==> src/rtl/pipe_stage_reg_pkg.sv <==
// Shared constants for the pipeline stage register: reset/stall polarities,
// mode selectors, skid-buffer state encodings and main-entry load selects.
package pipe_stage_reg_pkg;

    localparam logic RstEnable = 1'b0;
    localparam logic Stop      = 1'b1;
    localparam logic NoStop    = 1'b0;

    localparam int MODE_STALL = 0;
    localparam int MODE_SKID  = 1;

    // State encodings double as the occupancy count.
    localparam logic [1:0] ST_EMPTY = 2'b00;
    localparam logic [1:0] ST_ONE   = 2'b01;
    localparam logic [1:0] ST_TWO   = 2'b10;

    localparam logic [1:0] SEL_HOLD   = 2'b00;
    localparam logic [1:0] SEL_IN     = 2'b01;
    localparam logic [1:0] SEL_SKID   = 2'b10;
    localparam logic [1:0] SEL_BUBBLE = 2'b11;

endpackage

==> src/rtl/pipe_skid_ctrl.sv <==
// Occupancy FSM for the two-entry skid buffer; drives the registered in_ready
// and tells the datapath how to load the main and skid entries.
module pipe_skid_ctrl
    import pipe_stage_reg_pkg::*;
(
    input  logic       clk,
    input  logic       rst,
    input  logic       flush,
    input  logic       in_valid,
    input  logic       out_ready,
    output logic       in_ready,
    output logic       out_valid,
    output logic [1:0] occupancy,
    output logic [1:0] main_sel,
    output logic       skid_load
);

    logic [1:0] state;
    logic [1:0] state_next;
    logic       ready_reg;
    logic       push;
    logic       pop;

    assign push      = in_valid & ready_reg;
    assign pop       = out_valid & out_ready;
    assign out_valid = (state != ST_EMPTY);
    assign occupancy = state;
    assign in_ready  = ready_reg;

    always_comb begin
        state_next = state;
        main_sel   = SEL_HOLD;
        skid_load  = 1'b0;
        case (state)
            ST_EMPTY: begin
                if (push) begin
                    state_next = ST_ONE;
                    main_sel   = SEL_IN;
                end
            end
            ST_ONE: begin
                if (push && !pop) begin
                    state_next = ST_TWO;
                    skid_load  = 1'b1;
                end else if (pop && !push) begin
                    state_next = ST_EMPTY;
                    main_sel   = SEL_BUBBLE;
                end else if (push && pop) begin
                    main_sel   = SEL_IN;
                end
            end
            ST_TWO: begin
                if (pop) begin
                    state_next = ST_ONE;
                    main_sel   = SEL_SKID;
                end
            end
            default: begin
                state_next = ST_EMPTY;
                main_sel   = SEL_BUBBLE;
            end
        endcase
        // Squash overrides everything; a pop this cycle has already been seen downstream.
        if (flush) begin
            state_next = ST_EMPTY;
            main_sel   = SEL_BUBBLE;
            skid_load  = 1'b0;
        end
    end

    always_ff @(posedge clk) begin
        if (rst == RstEnable) begin
            state     <= ST_EMPTY;
            ready_reg <= 1'b0;
        end else begin
            state     <= state_next;
            ready_reg <= (state_next != ST_TWO);
        end
    end

endmodule

==> src/rtl/pipe_stage_reg.sv <==
// Pipeline stage register: either a stall-vector controlled register (MODE 0)
// or a valid/ready two-entry skid buffer (MODE 1).
module pipe_stage_reg
    import pipe_stage_reg_pkg::*;
#(
    parameter int               WIDTH   = 64,
    parameter int               STAGE   = 3,
    parameter int               STALL_W = 6,
    parameter int               MODE    = 0,
    parameter logic [WIDTH-1:0] BUBBLE  = '0
) (
    input  logic               clk,
    input  logic               rst,
    input  logic [STALL_W-1:0] stall,
    input  logic               flush,
    input  logic               in_valid,
    input  logic [WIDTH-1:0]   in_data,
    output logic               in_ready,
    output logic               out_valid,
    output logic [WIDTH-1:0]   out_data,
    input  logic               out_ready,
    output logic [1:0]         occupancy
);

    if (MODE == MODE_STALL) begin : g_stall
        logic             stall_here;
        logic             stall_next;
        logic             ready_en;
        logic             valid_p0;
        logic [WIDTH-1:0] data_p0;
        logic             unused_inputs;

        assign stall_here = stall[STAGE];

        // The last stage has no downstream stall bit; treat it as running.
        if (STAGE == STALL_W - 1) begin : g_last
            assign stall_next = NoStop;
        end else begin : g_mid
            assign stall_next = stall[STAGE+1];
        end

        // Stage p0: capture / bubble / hold register
        always_ff @(posedge clk) begin
            if (rst == RstEnable) begin
                ready_en <= 1'b0;
                valid_p0 <= 1'b0;
                data_p0  <= BUBBLE;
            end else begin
                ready_en <= 1'b1;
                if (flush) begin
                    valid_p0 <= 1'b0;
                    data_p0  <= BUBBLE;
                end else if (stall_here == Stop && stall_next == NoStop) begin
                    valid_p0 <= 1'b0;
                    data_p0  <= BUBBLE;
                end else if (stall_here == NoStop) begin
                    valid_p0 <= in_valid;
                    data_p0  <= in_data;
                end
            end
        end

        assign in_ready      = ready_en & ~stall_here;
        assign out_valid     = valid_p0;
        assign out_data      = data_p0;
        assign occupancy     = {1'b0, valid_p0};
        assign unused_inputs = out_ready ^ (^stall);
    end else begin : g_skid
        logic [1:0]       main_sel;
        logic             skid_load;
        logic [WIDTH-1:0] main_p0;
        logic [WIDTH-1:0] skid_p0;
        logic             unused_inputs;

        pipe_skid_ctrl u_ctrl (
            .clk       (clk),
            .rst       (rst),
            .flush     (flush),
            .in_valid  (in_valid),
            .out_ready (out_ready),
            .in_ready  (in_ready),
            .out_valid (out_valid),
            .occupancy (occupancy),
            .main_sel  (main_sel),
            .skid_load (skid_load)
        );

        // Stage p0: main entry (visible) and skid entry (overflow)
        always_ff @(posedge clk) begin
            if (rst == RstEnable) begin
                main_p0 <= BUBBLE;
            end else begin
                case (main_sel)
                    SEL_IN:     main_p0 <= in_data;
                    SEL_SKID:   main_p0 <= skid_p0;
                    SEL_BUBBLE: main_p0 <= BUBBLE;
                    default:    main_p0 <= main_p0;
                endcase
            end
        end

        always_ff @(posedge clk) begin
            if (skid_load) begin
                skid_p0 <= in_data;
            end
        end

        assign out_data      = main_p0;
        assign unused_inputs = ^stall;
    end

endmodule

==> config.mk <==
export PLATFORM = sky130hd
export DESIGN_NAME = pipe_stage_reg
export DESIGN_NICKNAME = d
export VERILOG_FILES = /design/src/rtl/pipe_stage_reg_pkg.sv /design/src/rtl/pipe_skid_ctrl.sv /design/src/rtl/pipe_stage_reg.sv
export SDC_FILE = /design/constraint.sdc
export NUM_CORES = 1
export LEC_CHECK = 0
export BUFFER_PORTS_ARGS = -buffer_cell sky130_fd_sc_hd__buf_2
export CAP_MARGIN = 10
export CORE_AREA = 2 2 83 85
export CTS_CLUSTER_DIAMETER = 200
export CTS_CLUSTER_SIZE = 14
export DETAILED_ROUTE_END_ITERATION = 6
export DIE_AREA = 0 0 85 87
export PLACE_DENSITY = 0.84
export SYNTH_ARGS = -nofsm -noshare
export SYNTH_HDL_FRONTEND = slang
export SYNTH_HIERARCHICAL = 1
export SYNTH_SLANG_ARGS = --single-unit
export TNS_END_PERCENT = 50
==> constraint.sdc <==
create_clock -name clk -period 1.55 [get_ports clk]
set_clock_uncertainty 0.1 [all_clocks]
set_input_delay 0.0775 -clock clk [delete_from_list [all_inputs] [get_ports clk]]
set_output_delay 0.0775 -clock clk [all_outputs]
set_load 0.005 [all_outputs]
==> run metrics <==
clock tree sinks 66; final worst path period need 1196 ps; overall power 3543 uW; Post-synth top cells dfxtp_1 (66), nand2b_1 (66), a21oi_2 (65), nand3_2 (65), buf_4 (12); fin nets 558; vias 2,774; Seq/Total Area, Yosys 40.65%; vias in the first global route 2,776; TritonCTS buffer count 9; Mapped Nets 369; DR WL/cell 14.63 um; Die X 85 um; H-tree Lvls 3; I/O pins 143; setup TNS 0 ps; fraction of final layout cells sized beyond drive strength 1 58.52%; mux cell area share after synthesis 0%; Hold Crit Class in -> reg; dpl hpwl 4530 um; Yosys reg bits 66; largest area contributor in the netlist dfxtp_1; total grt overflow 0; Core ar. 0.006569 mm^2; final wirelength 8294 um; final setup vio count 0; Synth Flop Type dfxtp_1; Peak VDD IR 481.3 uV; period utilization 77.19%; Max FO, Critical Path 65; ys async rst share 0%; Rows 30; TritonCTS clock tree built; detail-routed via count per cell 4.892; main combinational cell family by area after synthesis simple AND/OR/NAND/NOR gates; global-route wire length before repair 13,100 um; hold path depth 4; number of inserted diodes 0; die footprint 0.007395 mm^2; Synth-to-Final Area Change 43.96%; R2R Setup Slk 760 ps; static leakage 0.001849 uW; drc violations 0; Max-cap violations 0; Worst setup EP type register; gpl congestion 0.7074; Netlist cell types 11; Hold Violations, Final 0; RSZ-0062 raised after global routing no; Root Buffer clkbuf_8; Critical Path RT 1650 ps; die height 87 um; Post-synth EDFFs 0; Pre-Repair DR Iteration Count 4; Fillers 493; clk_lat worst skew 330 ps; antenna violations before repair 0; Synth area leaders dfxtp_1 (41%), nand3_2 (20%), a21oi_2 (18%), nand2b_1 (13%), buf_12 (4.3%); status finished clean; Syn. warnings 6; Register-to-Register Path Depth 2; Synth top area share 40.65%; Post-Syn Area 0.003251 mm^2; post-synthesis simple-gate area fraction 32.91%; clock-pin slew on the worst setup and hold paths 70 ps; maximum buffer depth of the clock tree 2; ANT nets after route 0; Total GRT Usage 22.25%; Post-CTS Resized 0; Pwr Density 757.2 mW/mm^2; Achievable Freq 835.9 MHz; Initial Util 49.49%; Port Buf Inserts 136; Post-Synth XOR/XNOR Area 0%; pin count of the biggest net entering global routing 70; post-synthesis compound-gate area fraction 17.51%; Avg Inst Size Synth 11.06 um^2; fin. max-slew vios 0; Synth Area in Adders 0%; DR iter-0 viols 58; WP data arrival 1290 ps; Post-Syn Instances 294; Startpoint Class input port; CP Class in -> reg
[layout make-up]
cell class | count | area [um^2] | share of cell area [%]
flip-flops and latches | 66 | 1321 | 28.24
multi-input cells | 198 | 1650 | 35.27
clock inverters | 4 | 20.02 | 0.4278
clock buffers | 11 | 131.4 | 2.807
repair buffers | 208 | 1456 | 31.12
well taps | 80 | 100.1 | 2.139
[placed cells by master, fill, tap and decap left out]
master and count:
clkinv_2 4, clkbuf_8 9, nand2b_4 1, conb_1 1, clkbuf_1 2, dlygate4sd3_1 67, buf_2 134, nand2b_1 65
dfxtp_1 66, a21oi_2 65, nor2b_1 1, buf_4 2, buf_12 5, nand3_2 65
[flip-flops by register name (all words and copies together), names as in the netlist]
signal / cells
out_valid: 1
g_stall.ready_en: 1
out_data: 64
[critical path, stage by stage]
cell           delay (ps)
dlygate4sd3_1         530
buf_2                 150
nand2b_4               70
buf_12                370
a21oi_2                50
[timing repair]
action / 4_1_cts / 5_1_grt
hold endpoints to repair: 66 / 0
endpoints found under the setup margin: 0 / 0
hold buffers: 67 / 0
buffers inserted: 0 / 0
[logic make-up (layout without fill, tap and decap cells)]
family / count (synthesis) / after routing
and+or+nand+nor: 132 / 132
DFF: 66 / 66
AOI/OAI and AO/OA: 65 / 65
buffers and inverters: 30 / 223
other: 1 / 1
[per-stage QoR]
| stage | utilization [%] | setup slack [ps] | hold slack [ps] | cell area (um^2) | std cells |
|---|---|---|---|---|---|
| 4_1_cts | 71.24 | 386.7 | 154.2 | 4679 | 567 |
| 6_report | 71.24 | 353.6 | 167.4 | 4679 | 567 |
| 3_5_place_dp | 58.72 | 569.7 | 133.0 | 3857 | 485 |
| 5_1_grt | 71.24 | 289.0 | 165.7 | 4679 | 567 |
| 3_3_place_gp | 58.72 | 604.8 | 125.1 | 3857 | 485 |
| 2_1_floorplan | - | 669.9 | 5.217 | 3251 | 294 |
[power breakdown]
part | switching [uW] | total, uW | internal, uW | leakage (uW)
Clock | 603 | 1160 | 561 | 0.0000827
Sequential | 34.1 | 1780 | 1750 | 0.000538
Combinational | 282 | 598 | 316 | 0.00123
[final timing paths]
| path | start | endpoint |
|---|---|---|
| min | stall[3] | out_data[25] |
| max reg2reg | out_data[1] | out_data[1] |
| max | rst | out_data[38] |
| min reg2reg | out_data[43] | out_data[43] |
[layer usage]
| metal | vias to the layer above | GRT usage (%) | wire [um] |
|---|---|---|---|
| met5 | - | 0 | 0 |
| met4 | 0 | 8.802 | 167 |
| met3 | 17 | 5.498 | 473 |
| met2 | 95 | 41.69 | 4402 |
| met1 | 1296 | 23.89 | 3251 |
| li1 | 1366 | - | - |
(Power assumes the default switching activity.)
